$ cat config.mk
export PLATFORM = sky130hd
export DESIGN_NAME = id_ex_stage_flat
export DESIGN_NICKNAME = d
export VERILOG_FILES = /design/src/rtl/cpu_pkg.sv /design/src/rtl/id_ex_stage_if.sv /design/src/rtl/load_use_detect.sv /design/src/rtl/id_ex_stage.sv /design/src/flat_wrapper.sv
export SDC_FILE = /design/constraint.sdc
export NUM_CORES = 1
export LEC_CHECK = 0
export CORE_AREA = 2 2 141 143
export CTS_CLUSTER_SIZE = 12
export DETAILED_ROUTE_END_ITERATION = 12
export DIE_AREA = 0 0 143 145
export PLACE_DENSITY = 0.77
export SYNTH_ARGS = -nofsm -noshare
export SYNTH_HDL_FRONTEND = slang
export SYNTH_SLANG_ARGS = --single-unit
$ cat constraint.sdc
create_clock -name i_clk -period 14.31 [get_ports i_clk]
set_clock_uncertainty 0.15 [all_clocks]
set_input_delay 2.1465 -clock i_clk [delete_from_list [all_inputs] [get_ports i_clk]]
set_output_delay 2.1465 -clock i_clk [all_outputs]
set_load 0.02 [all_outputs]
$ cat src/rtl/cpu_pkg.sv
// Shared CPU definitions: register-index width, control encodings and the
// destination-register select helper used at the ID/EX boundary.
package cpu_pkg;

  localparam int REG_W    = 5;
  localparam int ALU_OP_W = 4;

  typedef enum logic [1:0] {
    REG_DST_RT  = 2'b00,
    REG_DST_RD  = 2'b01,
    REG_DST_RA  = 2'b10,
    REG_DST_RSV = 2'b11
  } reg_dst_e;

  typedef enum logic [1:0] {
    MEM_TO_REG_ALU = 2'b00,
    MEM_TO_REG_MEM = 2'b01,
    MEM_TO_REG_PC4 = 2'b10,
    MEM_TO_REG_RSV = 2'b11
  } mem_to_reg_e;

  // Registered control bundle carried from ID into EX.
  typedef struct packed {
    logic                valid;
    logic                reg_write;
    logic                mem_read;
    logic                mem_write;
    logic                alu_src;
    logic [1:0]          mem_to_reg;
    logic [ALU_OP_W-1:0] alu_op;
  } ctrl_t;

  // Destination select; the reserved encoding falls back to Rt.
  function automatic logic [REG_W-1:0] resolve_dst(
    input logic [1:0]       reg_dst,
    input logic [REG_W-1:0] rt,
    input logic [REG_W-1:0] rd,
    input logic [REG_W-1:0] ra
  );
    logic [REG_W-1:0] dst;
    case (reg_dst_e'(reg_dst))
      REG_DST_RD: dst = rd;
      REG_DST_RA: dst = ra;
      default:    dst = rt;
    endcase
    return dst;
  endfunction

endpackage

$ cat src/rtl/id_ex_stage_if.sv
// ID/EX bus: ID-stage operands/controls in, EX-stage registered values out,
// plus the PC / IF-ID write enables and the bubble/flush counters.
interface id_ex_stage_if
  import cpu_pkg::*;
#(
  parameter int DATA_WIDTH = 32,
  parameter int CNT_WIDTH  = 16
);

  logic [DATA_WIDTH-1:0] i_pc_plus4, i_rs_data, i_rt_data, i_imm_ext;
  logic [REG_W-1:0]      i_Rs, i_Rt, i_Rd, i_shamt;
  logic                  i_uses_rs, i_uses_rt;
  logic                  i_reg_write, i_mem_read, i_mem_write, i_alu_src;
  logic [1:0]            i_mem_to_reg, i_reg_dst;
  logic [ALU_OP_W-1:0]   i_alu_op;
  logic                  i_valid, i_flush, i_stall_ext;

  logic [DATA_WIDTH-1:0] o_pc_plus4, o_rs_data, o_rt_data, o_imm_ext;
  logic [REG_W-1:0]      o_ID_EX_Rs, o_ID_EX_Rt, o_shamt, o_write_register_EX;
  logic                  o_reg_write, o_mem_read, o_mem_write, o_alu_src, o_valid;
  logic [1:0]            o_mem_to_reg;
  logic [ALU_OP_W-1:0]   o_alu_op;
  logic                  o_pc_write, o_IF_ID_write;
  logic [CNT_WIDTH-1:0]  o_bubble_count, o_flush_count;

  modport slave (
    input  i_pc_plus4, i_rs_data, i_rt_data, i_imm_ext,
    input  i_Rs, i_Rt, i_Rd, i_shamt, i_uses_rs, i_uses_rt,
    input  i_reg_write, i_mem_read, i_mem_write, i_alu_src,
    input  i_mem_to_reg, i_reg_dst, i_alu_op, i_valid, i_flush, i_stall_ext,
    output o_pc_plus4, o_rs_data, o_rt_data, o_imm_ext,
    output o_ID_EX_Rs, o_ID_EX_Rt, o_shamt, o_write_register_EX,
    output o_reg_write, o_mem_read, o_mem_write, o_alu_src, o_valid,
    output o_mem_to_reg, o_alu_op, o_pc_write, o_IF_ID_write,
    output o_bubble_count, o_flush_count
  );

  modport master (
    output i_pc_plus4, i_rs_data, i_rt_data, i_imm_ext,
    output i_Rs, i_Rt, i_Rd, i_shamt, i_uses_rs, i_uses_rt,
    output i_reg_write, i_mem_read, i_mem_write, i_alu_src,
    output i_mem_to_reg, i_reg_dst, i_alu_op, i_valid, i_flush, i_stall_ext,
    input  o_pc_plus4, o_rs_data, o_rt_data, o_imm_ext,
    input  o_ID_EX_Rs, o_ID_EX_Rt, o_shamt, o_write_register_EX,
    input  o_reg_write, o_mem_read, o_mem_write, o_alu_src, o_valid,
    input  o_mem_to_reg, o_alu_op, o_pc_write, o_IF_ID_write,
    input  o_bubble_count, o_flush_count
  );

endinterface

$ cat src/rtl/load_use_detect.sv
// Load-use hazard: the load sitting in EX writes a register that the ID
// instruction actually reads. Writes to $0 never create a dependency.
module load_use_detect
  import cpu_pkg::*;
(
  input  logic             ex_valid,
  input  logic             ex_mem_read,
  input  logic [REG_W-1:0] ex_wr_reg,
  input  logic [REG_W-1:0] id_rs,
  input  logic [REG_W-1:0] id_rt,
  input  logic             id_uses_rs,
  input  logic             id_uses_rt,
  output logic             load_use
);

  logic ex_is_load;
  logic rs_hit;
  logic rt_hit;

  assign ex_is_load = ex_valid & ex_mem_read & (ex_wr_reg != '0);
  assign rs_hit     = id_uses_rs & (id_rs == ex_wr_reg);
  assign rt_hit     = id_uses_rt & (id_rt == ex_wr_reg);
  assign load_use   = ex_is_load & (rs_hit | rt_hit);

endmodule

$ cat src/rtl/id_ex_stage.sv
// ID/EX pipeline register with load-use bubble insertion, flush squashing,
// external-stall hold and saturating bubble/flush counters.
module id_ex_stage
  import cpu_pkg::*;
#(
  parameter int               DATA_WIDTH = 32,
  parameter int               CNT_WIDTH  = 16,
  parameter logic [REG_W-1:0] RA_REG     = 5'd31
) (
  input logic          i_clk,
  input logic          i_rst,
  id_ex_stage_if.slave bus
);

  logic [DATA_WIDTH-1:0] pc4_q, pc4_d, rs_data_q, rs_data_d;
  logic [DATA_WIDTH-1:0] rt_data_q, rt_data_d, imm_q, imm_d;
  logic [REG_W-1:0]      rs_q, rs_d, rt_q, rt_d, shamt_q, shamt_d, wr_q, wr_d;
  ctrl_t                 ctrl_q, ctrl_d;
  logic [CNT_WIDTH-1:0]  bubble_cnt_q, bubble_cnt_d, flush_cnt_q, flush_cnt_d;

  logic load_use;
  logic load_bubble;
  logic capture;
  logic front_write;

  load_use_detect u_load_use_detect (
    .ex_valid    (ctrl_q.valid),
    .ex_mem_read (ctrl_q.mem_read),
    .ex_wr_reg   (wr_q),
    .id_rs       (bus.i_Rs),
    .id_rt       (bus.i_Rt),
    .id_uses_rs  (bus.i_uses_rs),
    .id_uses_rt  (bus.i_uses_rt),
    .load_use    (load_use)
  );

  // Per-cycle action: stall beats flush, flush beats load-use.
  always_comb begin
    load_bubble  = 1'b0;
    capture      = 1'b0;
    front_write  = 1'b1;
    bubble_cnt_d = bubble_cnt_q;
    flush_cnt_d  = flush_cnt_q;
    if (bus.i_stall_ext) begin
      front_write = 1'b0;
    end else if (bus.i_flush) begin
      load_bubble = 1'b1;
      if (flush_cnt_q != {CNT_WIDTH{1'b1}}) flush_cnt_d = flush_cnt_q + 1'b1;
    end else if (load_use) begin
      load_bubble = 1'b1;
      front_write = 1'b0;
      if (bubble_cnt_q != {CNT_WIDTH{1'b1}}) bubble_cnt_d = bubble_cnt_q + 1'b1;
    end else begin
      capture = 1'b1;
    end
  end

  // Next pipeline contents: hold, all-zero bubble, or the ID instruction.
  always_comb begin
    pc4_d     = pc4_q;
    rs_data_d = rs_data_q;
    rt_data_d = rt_data_q;
    imm_d     = imm_q;
    rs_d      = rs_q;
    rt_d      = rt_q;
    shamt_d   = shamt_q;
    wr_d      = wr_q;
    ctrl_d    = ctrl_q;
    if (load_bubble) begin
      pc4_d     = '0;
      rs_data_d = '0;
      rt_data_d = '0;
      imm_d     = '0;
      rs_d      = '0;
      rt_d      = '0;
      shamt_d   = '0;
      wr_d      = '0;
      ctrl_d    = '0;
    end else if (capture) begin
      pc4_d             = bus.i_pc_plus4;
      rs_data_d         = bus.i_rs_data;
      rt_data_d         = bus.i_rt_data;
      imm_d             = bus.i_imm_ext;
      rs_d              = bus.i_Rs;
      rt_d              = bus.i_Rt;
      shamt_d           = bus.i_shamt;
      wr_d              = resolve_dst(bus.i_reg_dst, bus.i_Rt, bus.i_Rd, RA_REG);
      ctrl_d.valid      = bus.i_valid;
      // An empty slot must never commit architectural state.
      ctrl_d.reg_write  = bus.i_reg_write & bus.i_valid;
      ctrl_d.mem_write  = bus.i_mem_write & bus.i_valid;
      ctrl_d.mem_read   = bus.i_mem_read;
      ctrl_d.alu_src    = bus.i_alu_src;
      ctrl_d.mem_to_reg = bus.i_mem_to_reg;
      ctrl_d.alu_op     = bus.i_alu_op;
    end
  end

  // Pipeline and counter state, cleared asynchronously.
  always_ff @(posedge i_clk or posedge i_rst) begin
    if (i_rst) begin
      pc4_q        <= '0;
      rs_data_q    <= '0;
      rt_data_q    <= '0;
      imm_q        <= '0;
      rs_q         <= '0;
      rt_q         <= '0;
      shamt_q      <= '0;
      wr_q         <= '0;
      ctrl_q       <= '0;
      bubble_cnt_q <= '0;
      flush_cnt_q  <= '0;
    end else begin
      pc4_q        <= pc4_d;
      rs_data_q    <= rs_data_d;
      rt_data_q    <= rt_data_d;
      imm_q        <= imm_d;
      rs_q         <= rs_d;
      rt_q         <= rt_d;
      shamt_q      <= shamt_d;
      wr_q         <= wr_d;
      ctrl_q       <= ctrl_d;
      bubble_cnt_q <= bubble_cnt_d;
      flush_cnt_q  <= flush_cnt_d;
    end
  end

  assign bus.o_pc_plus4          = pc4_q;
  assign bus.o_rs_data           = rs_data_q;
  assign bus.o_rt_data           = rt_data_q;
  assign bus.o_imm_ext           = imm_q;
  assign bus.o_ID_EX_Rs          = rs_q;
  assign bus.o_ID_EX_Rt          = rt_q;
  assign bus.o_shamt             = shamt_q;
  assign bus.o_write_register_EX = wr_q;
  assign bus.o_valid             = ctrl_q.valid;
  assign bus.o_reg_write         = ctrl_q.reg_write;
  assign bus.o_mem_read          = ctrl_q.mem_read;
  assign bus.o_mem_write         = ctrl_q.mem_write;
  assign bus.o_alu_src           = ctrl_q.alu_src;
  assign bus.o_mem_to_reg        = ctrl_q.mem_to_reg;
  assign bus.o_alu_op            = ctrl_q.alu_op;
  assign bus.o_pc_write          = front_write;
  assign bus.o_IF_ID_write       = front_write;
  assign bus.o_bubble_count      = bubble_cnt_q;
  assign bus.o_flush_count       = flush_cnt_q;

endmodule
$ cat src/flat_wrapper.sv
// flat-port wrapper written by rule: the top's interface ports become plain ports
module id_ex_stage_flat import cpu_pkg::*;
#(
  parameter int               DATA_WIDTH = 32,
  parameter int               CNT_WIDTH  = 16,
  parameter logic [REG_W-1:0] RA_REG     = 5'd31
)
  (i_clk, i_rst, bus_i_pc_plus4, bus_i_rs_data, bus_i_rt_data, bus_i_imm_ext, bus_i_Rs, bus_i_Rt, bus_i_Rd, bus_i_shamt, bus_i_uses_rs, bus_i_uses_rt, bus_i_reg_write, bus_i_mem_read, bus_i_mem_write, bus_i_alu_src, bus_i_mem_to_reg, bus_i_reg_dst, bus_i_alu_op, bus_i_valid, bus_i_flush, bus_i_stall_ext, bus_o_pc_plus4, bus_o_rs_data, bus_o_rt_data, bus_o_imm_ext, bus_o_ID_EX_Rs, bus_o_ID_EX_Rt, bus_o_shamt, bus_o_write_register_EX, bus_o_reg_write, bus_o_mem_read, bus_o_mem_write, bus_o_alu_src, bus_o_valid, bus_o_mem_to_reg, bus_o_alu_op, bus_o_pc_write, bus_o_IF_ID_write, bus_o_bubble_count, bus_o_flush_count);
  id_ex_stage_if #(.DATA_WIDTH(DATA_WIDTH), .CNT_WIDTH(CNT_WIDTH)) bus_i ();
  input logic i_clk;
  input logic i_rst;
  input wire logic [$bits(bus_i.i_pc_plus4)-1:0] bus_i_pc_plus4;
  input wire logic [$bits(bus_i.i_rs_data)-1:0] bus_i_rs_data;
  input wire logic [$bits(bus_i.i_rt_data)-1:0] bus_i_rt_data;
  input wire logic [$bits(bus_i.i_imm_ext)-1:0] bus_i_imm_ext;
  input wire logic [$bits(bus_i.i_Rs)-1:0] bus_i_Rs;
  input wire logic [$bits(bus_i.i_Rt)-1:0] bus_i_Rt;
  input wire logic [$bits(bus_i.i_Rd)-1:0] bus_i_Rd;
  input wire logic [$bits(bus_i.i_shamt)-1:0] bus_i_shamt;
  input wire logic [$bits(bus_i.i_uses_rs)-1:0] bus_i_uses_rs;
  input wire logic [$bits(bus_i.i_uses_rt)-1:0] bus_i_uses_rt;
  input wire logic [$bits(bus_i.i_reg_write)-1:0] bus_i_reg_write;
  input wire logic [$bits(bus_i.i_mem_read)-1:0] bus_i_mem_read;
  input wire logic [$bits(bus_i.i_mem_write)-1:0] bus_i_mem_write;
  input wire logic [$bits(bus_i.i_alu_src)-1:0] bus_i_alu_src;
  input wire logic [$bits(bus_i.i_mem_to_reg)-1:0] bus_i_mem_to_reg;
  input wire logic [$bits(bus_i.i_reg_dst)-1:0] bus_i_reg_dst;
  input wire logic [$bits(bus_i.i_alu_op)-1:0] bus_i_alu_op;
  input wire logic [$bits(bus_i.i_valid)-1:0] bus_i_valid;
  input wire logic [$bits(bus_i.i_flush)-1:0] bus_i_flush;
  input wire logic [$bits(bus_i.i_stall_ext)-1:0] bus_i_stall_ext;
  output wire logic [$bits(bus_i.o_pc_plus4)-1:0] bus_o_pc_plus4;
  output wire logic [$bits(bus_i.o_rs_data)-1:0] bus_o_rs_data;
  output wire logic [$bits(bus_i.o_rt_data)-1:0] bus_o_rt_data;
  output wire logic [$bits(bus_i.o_imm_ext)-1:0] bus_o_imm_ext;
  output wire logic [$bits(bus_i.o_ID_EX_Rs)-1:0] bus_o_ID_EX_Rs;
  output wire logic [$bits(bus_i.o_ID_EX_Rt)-1:0] bus_o_ID_EX_Rt;
  output wire logic [$bits(bus_i.o_shamt)-1:0] bus_o_shamt;
  output wire logic [$bits(bus_i.o_write_register_EX)-1:0] bus_o_write_register_EX;
  output wire logic [$bits(bus_i.o_reg_write)-1:0] bus_o_reg_write;
  output wire logic [$bits(bus_i.o_mem_read)-1:0] bus_o_mem_read;
  output wire logic [$bits(bus_i.o_mem_write)-1:0] bus_o_mem_write;
  output wire logic [$bits(bus_i.o_alu_src)-1:0] bus_o_alu_src;
  output wire logic [$bits(bus_i.o_valid)-1:0] bus_o_valid;
  output wire logic [$bits(bus_i.o_mem_to_reg)-1:0] bus_o_mem_to_reg;
  output wire logic [$bits(bus_i.o_alu_op)-1:0] bus_o_alu_op;
  output wire logic [$bits(bus_i.o_pc_write)-1:0] bus_o_pc_write;
  output wire logic [$bits(bus_i.o_IF_ID_write)-1:0] bus_o_IF_ID_write;
  output wire logic [$bits(bus_i.o_bubble_count)-1:0] bus_o_bubble_count;
  output wire logic [$bits(bus_i.o_flush_count)-1:0] bus_o_flush_count;
  assign bus_i.i_pc_plus4 = bus_i_pc_plus4;
  assign bus_i.i_rs_data = bus_i_rs_data;
  assign bus_i.i_rt_data = bus_i_rt_data;
  assign bus_i.i_imm_ext = bus_i_imm_ext;
  assign bus_i.i_Rs = bus_i_Rs;
  assign bus_i.i_Rt = bus_i_Rt;
  assign bus_i.i_Rd = bus_i_Rd;
  assign bus_i.i_shamt = bus_i_shamt;
  assign bus_i.i_uses_rs = bus_i_uses_rs;
  assign bus_i.i_uses_rt = bus_i_uses_rt;
  assign bus_i.i_reg_write = bus_i_reg_write;
  assign bus_i.i_mem_read = bus_i_mem_read;
  assign bus_i.i_mem_write = bus_i_mem_write;
  assign bus_i.i_alu_src = bus_i_alu_src;
  assign bus_i.i_mem_to_reg = bus_i_mem_to_reg;
  assign bus_i.i_reg_dst = bus_i_reg_dst;
  assign bus_i.i_alu_op = bus_i_alu_op;
  assign bus_i.i_valid = bus_i_valid;
  assign bus_i.i_flush = bus_i_flush;
  assign bus_i.i_stall_ext = bus_i_stall_ext;
  assign bus_o_pc_plus4 = bus_i.o_pc_plus4;
  assign bus_o_rs_data = bus_i.o_rs_data;
  assign bus_o_rt_data = bus_i.o_rt_data;
  assign bus_o_imm_ext = bus_i.o_imm_ext;
  assign bus_o_ID_EX_Rs = bus_i.o_ID_EX_Rs;
  assign bus_o_ID_EX_Rt = bus_i.o_ID_EX_Rt;
  assign bus_o_shamt = bus_i.o_shamt;
  assign bus_o_write_register_EX = bus_i.o_write_register_EX;
  assign bus_o_reg_write = bus_i.o_reg_write;
  assign bus_o_mem_read = bus_i.o_mem_read;
  assign bus_o_mem_write = bus_i.o_mem_write;
  assign bus_o_alu_src = bus_i.o_alu_src;
  assign bus_o_valid = bus_i.o_valid;
  assign bus_o_mem_to_reg = bus_i.o_mem_to_reg;
  assign bus_o_alu_op = bus_i.o_alu_op;
  assign bus_o_pc_write = bus_i.o_pc_write;
  assign bus_o_IF_ID_write = bus_i.o_IF_ID_write;
  assign bus_o_bubble_count = bus_i.o_bubble_count;
  assign bus_o_flush_count = bus_i.o_flush_count;
  id_ex_stage #(.DATA_WIDTH(DATA_WIDTH), .CNT_WIDTH(CNT_WIDTH), .RA_REG(RA_REG)) u_core (.i_clk(i_clk), .i_rst(i_rst), .bus(bus_i));
endmodule
==> metrics.md <==
| Metric | Value |
|---|---|
| Worst Path Class, Setup | `in2out` |
| Vias in the first global route | `between 6000 and 7000` |
| Count of cell types in the netlist | `38` |
| Number of setup violations in the final report | `0` |
| Hold Fails Final Rpt | `0` |
| Critical Path Start Type | `input port` |
| Num ports | `360` |
| Min Tclk post-route | `6.44 ns` |
| TritonCTS clock tree | `built` |
| Placed cell count | `between 1000 and 1500` |
| Initial antenna violation count | `2` |
| Worst Max-Slew Pin Slew | `a little over 1 ns` |
| Root Buffer | `clkbuf_16` |
| CTS-repair resized insts | `0` |
| Syn_nets | `around 700` |
| Tcrit/Tclk final | `approximately 45%` |
| Syn. warnings | `0` |
| Final Cell Area | `~12000 um^2` |
| Hold slack | `0.353 ns` |
| Max_slew headroom | `about a third` |
| HP Class | `reg2reg` |
| Layout cells sized above 1 | `under 10%` |
| Cell Chain, Critical Path | `clkdlybuf4s50_1 -> xnor2_1 -> nand4_1 -> o22ai_1 -> buf_4 -> a31oi_1 -> clkdlybuf4s50_1` |
| Mean post-synth cell area | `roughly 14 um^2` |
| Post-synth top flop | `dfrtp_1` |
| Setup tns final | `0 ns` |
| Hpwl dp | `~15000 um` |
| Slew Limit Fails | `0` |
| Largest net degree at the start of global routing | `116` |
| Worst skew pair latency | `roughly 0.42 ns` |
| Synth top cells by count | `dfrtp_1, a22o_1, xnor2_1` |
| Total track usage | `slightly above 20%` |
| Achievable Freq | `around 0.16 GHz` |
| DIE HEIGHT | `between 100 and 150 um` |
| Fin nets | `~1100` |
| Cell taking the most area after synthesis | `dfrtp_1` |
| First-pass GRT wire length | `about 33000 um` |
| EDFF count, synth | `0` |
| Req. time, crit path | `12.01 ns` |
| Status | `complete, no violations` |
| Synth async-reset ratio | `between 90% and 100%` |
| Pwr dens | `about 120 nW/um^2` |
| Post-route ant nets | `0` |
| LEAKAGE | `5.12 nW` |
| Top-count cell post-synth | `dfrtp_1` |
| Num CTS Buffers | `17` |
| Clock buffer depth | `2` |
| CP max-delay cell | `clkdlybuf4s50_1` |
| Yosys top cell area share | `64.9%` |
| Routability congestion estimate | `between 0.8 and 0.9` |
| Post-synthesis sequential area ratio | `about 65%` |
| DR iter-0 viols | `287` |
| Final WL | `about 21000 um` |
| Placement Cell Area | `approximately 11000 um^2` |
| Avg WL per Cell | `about 18 um` |
| Synthesized area | `7370 um^2` |
| PortBufs | `between 300 and 400` |
| Final Power | `approximately 1.4 mW` |
| CP Max Fanout | `17` |
| Vias | `between 5000 and 6000` |
| Worst path most repeated cell | `clkdlybuf4s50_1` |
| # hold bufs at CTS | `0` |
| Clk sinks | `191` |
| H-tree depth | `4` |
| Reg clk slew, reported paths | `0.07 ns` |
| FF+latch area | `between 4000 and 5000 um^2` |
| Crit-path max cell delay | `between 0.5 and 0.6 ns` |
| Synth Register Bits | `~190` |
| Synth-to-Final Area Change | `59.5%` |
| GRT Residual Overflow | `0` |
| Starting Density | `38.4%` |
| Width of the chip | `~140 um` |
| Endpoint type of the worst setup path | `output port` |
| Multi-input gate area | `2390 um^2` |
| Vias per inst | `between 5 and 6` |
| Max_cap viols | `0` |
| Total setup buffers inserted after CTS | `0` |
| Max VDD drop | `~0.08 mV` |
| Pre-antenna DRT Iters | `4` |
| Fillers | `approximately 1500` |
| Non-Filler Instances | `1163` |
| RSZ-0062 raised after global routing | `no` |
| WP data arrival | `between 4 and 5 ns` |
| Die Area | `approximately 21000 um^2` |
| Core footprint | `19200 um^2` |
| Row Count | `just over 50` |
| DRC | `0` |
| Largest cells by area after synthesis | `dfrtp_1, a22o_1, xnor2_1` |
| Synth Instances | `around 540` |
per-stage QoR:
step | worst slack (ns) | util [%]
floorplan | 6.81 | -
global placement | 7.88 | 58.1
detailed placement | 7.88 | 58.1
CTS | 7.88 | 61.2
global route | 7.78 | 61.2
finish | 7.87 | 61.2
placed cells by master, fill, tap and decap left out, types with 5 or more instances in the layout:
cell | synthesis | final
xnor2_1 | 32 | 32
nand4_1 | 14 | 14
buf_4 | 9 | 6
clkbuf_16 | 0 | 17
nor2_1 | 7 | 7
o21ai_0 | 5 | 5
xor2_1 | 7 | 7
clkdlybuf4s50_1 | 0 | 358
a21oi_1 | 5 | 5
nand3_1 | 17 | 17
a22o_1 | 157 | 157
nor3_1 | 6 | 6
nand2_1 | 14 | 14
and3_1 | 10 | 10
dfrtp_1 | 191 | 191
worst paths after layout:
| path | endpoint | depth (start not counted) | slack (ns) | from |
|---|---|---|---|---|
| worst min-delay path | u_core.bus.o_imm_ext[15] | 1 | 0.35 | u_core.bus.o_imm_ext[15] |
| min in group asynchronous | u_core.bus.o_pc_plus4[23] | 2 | 2.15 | i_rst |
| max in group asynchronous | u_core.bus.o_bubble_count[12] | 3 | 10.34 | i_rst |
| worst max-delay path | bus_o_pc_write | 7 | 7.87 | bus_i_Rs[4] |
| worst min register to register | u_core.bus.o_imm_ext[15] | 1 | 0.35 | u_core.bus.o_imm_ext[15] |
| worst max register to register | u_core.bus.o_alu_op[1] | 6 | 10.80 | u_core.bus.o_write_register_EX[1] |
cell type report:
class / instances / area share [%]
Sequential cell: 191 / 40.7
Tap cell: 265 / 2.82
Inverter: 4 / 0.170
Timing Repair Buffer: 364 / 30.9
Antenna cell: 2 / 0.0426
Clock inverter: 13 / 1.20
Clock buffer: 19 / 3.85
Multi-Input combinational cell: 305 / 20.4
where the power goes:
group	leakage, nW	internal [mW]	total [mW]	switching, mW
Sequential	2.51	0.582	0.614	0.0322
Clock	0.285	0.257	0.479	0.222
Combinational	2.32	0.149	0.277	0.128
Total	5.12	0.988	1.37	0.382
worst max-delay path: cells and delay by family:
family | cells | cell delay (ns)
buffers and inverters | 3 | 1.36
AOI/OAI and AO/OA | 2 | 0.36
xor gates and xnor gates | 1 | 0.16
and+or+nand+nor | 1 | 0.11
metal layers:
layer / routed length (um) / vias up / global-route usage [%] / part of all wire, %
met2: 10300 / 242 / 32.0 / 48
met3: 1370 / 37 / 5.61 / 6.4
met1: 9020 / 2890 / 26.7 / 42
li1: - / 2740 / - / -
met5: 0 / - / 0 / 0
met4: 637 / 0 / 7.97 / 3.0
logic make-up (layout without fill, tap and decap cells):
group                      after synthesis  count (layout)  synth area share, %
AOI/OAI and AO/OA                      176             176                 20.4
buffers and inverters                   42             400                 2.75
other                                    0               2                    0
xor gates and xnor gates                39              39                 4.64
and+or+nand+nor                         83              83                 6.25
muxes                                    3               3                0.458
DFF                                    191             191                 64.9
adders and majority gates                4               4                0.679
Note: power is estimated with default switching activity, not from simulation.
==> RTL change, RTL diff (same flow settings) <==
Set the package constant `ALU_OP_W` to 5 (it was 4).
--- a/src/rtl/cpu_pkg.sv
+++ b/src/rtl/cpu_pkg.sv
@@ -3,7 +3,7 @@
 package cpu_pkg;
 
   localparam int REG_W    = 5;
-  localparam int ALU_OP_W = 4;
+  localparam int ALU_OP_W = 5;
 
   typedef enum logic [1:0] {
     REG_DST_RT  = 2'b00,
Ports: changed (resized bus_i_alu_op and bus_o_alu_op); port bits go from 360 to 362. The function was not compared with the original's and may differ.
==> RTL change against the original RTL <==
Setup slack lost 52 ps. Die area did not move. Power is 0.42% lower. Combinational power grew 3%. Sequential cell count increased by 1. Via count about the same. Wire length grew 1.5%. Final area barely moved. Global-route usage rose by 0.55 points. Core utilization hardly changed. Register-to-register slack got worse by 70 ps. Area after synthesis grew 0.32%. Critical endpoint unchanged. Largest cell class unchanged.
==> RTL change: results (changes against the original RTL) <==
metric	value	unit	change
outcome	complete, no violations		
source of the worst hold timing path	u_core.bus.o_bubble_count[13]$_DFFE_PP0P_		
Post-Route WL	21700	µm	+1.5%
Total GRT Usage	20.9	%	+0.55 points
VDD IR max	0.0000935	V	+20%
antenna violations before repair	0		-2
port buffer count	361		+0.56%
final period demand of the worst path	6490	ps	+52.3 ps
Placed Cells incl. Taps	1130		+0.089%
Largest stage delay, worst path	590	ps	about the same
DP Wirelength	15400	µm	+1.6%
largest net degree at the start of global routing	110		-5.2%
Design Area, Final	11700	µm²	about the same
clock buffer depth	2		unchanged
Synth cell types	37		-2.6%
share of cells above drive strength 1	5.13	%	+0.22 points
DRT iter0 DRCs	283		-1.4%
vias per cell	5.09		+0.22%
filler cell count	1545		+1.0%
r2r startpoint	u_core.bus.o_write_register_EX[2]$_DFFE_PP0P_		
number of buffers created by CTS	17		unchanged
Leak	5.15	nW	+0.72%
n_diodes	0		-2
Critical R2R Capture	u_core.bus.o_write_register_EX[3]$_DFFE_PP0P_		
met1 Use GR	27.1	%	+0.35 points
multiplexer share of the synthesized area	0.457	%	-0.0015 points
Final GP Congestion	0.840		-3.8%
Setup crit start	bus_i_Rt[4]		
most frequent cells after synthesis	192 x dfrtp_1, 158 x a22o_1, 21 x clkbuf_1, 21 x xnor2_1, 18 x nand2_1		
Post-Syn Instances	540		+0.37%
adder-cell share of the synthesized area	0.677	%	-0.0022 points
Seq/Total Area, Yosys	65.0	%	+0.13 points
worst-path maximum fanout	3		-14
placed instance area	11200	µm²	+0.21%
met2 usage	33.2	%	+1.1 points
net switching power figure	0.396	mW	+3.7%
Post-Place Worst Slack	7820	ps	-58.3 ps
XOR/XNOR Fraction of Synth Area	4.50	%	-0.13 points
vias in the first global route	5890		-2.6%
met3 Use GR	6.01	%	+0.40 points
post-synthesis net count	712		+0.42%
Worst Hold Class	reg -> reg		
CTS resizes	0		unchanged
r2r setup slk	10730	ps	-70 ps
Area contributors post-synth	dfrtp_1 65%, a22o_1 19%, xnor2_1 2.5%, xor2_1 2.0%, buf_4 1.2%		
Hold Path End	u_core.bus.o_bubble_count[13]$_DFFE_PP0P_		
routed len/inst	18.7	µm	+1.7%
worst rel slew slack	24.3	%	-7.5 points
Design Power	1.36	mW	-0.42%
first-pass GRT wire length	33700	µm	+1.4%
Hold Worst Slack	343	ps	-9.83 ps
Synth Area in Compound Gates	20.6	%	+0.26 points
## RTL change: cell types whose count changed after synthesis, moves of 3 or more
cell     change
and3_1       -8
buf_2        -3
buf_4        +3
nand2_1      +4
nand3_1      -3
nand4_1      -5
nor3_1       -4
nor4_1      +12
xnor2_1     -11
xor2_1      +10
## RTL change: power by group through the flow
stage          logic, mW  clock network [mW]  registers [mW]
2_1_floorplan     0.0756                   0           0.679
3_3_place_gp       0.285                   0           0.629
3_5_place_dp       0.289                   0           0.629
4_1_cts            0.289               0.470           0.620
5_1_grt            0.302               0.491           0.626
6_report           0.284               0.460           0.620
## RTL change: cell type report
cell class	count	share of cell area, %
clock inverter	14	1.21
multi-input combinational	301	20.1
inverter	7	0.288
timing repair buffer	365	31.0
clock buffer	17	3.62
tap	265	2.82
sequential	192	40.9
## RTL change: layer usage
metal  part of all wire (%)  vias up  wire, µm
met1                     42     2902      9100
met2                     48      241     10500
met5                      0        -         0
li1                       -     2732         -
met4                    2.7        0       576
met3                    7.0       37      1510
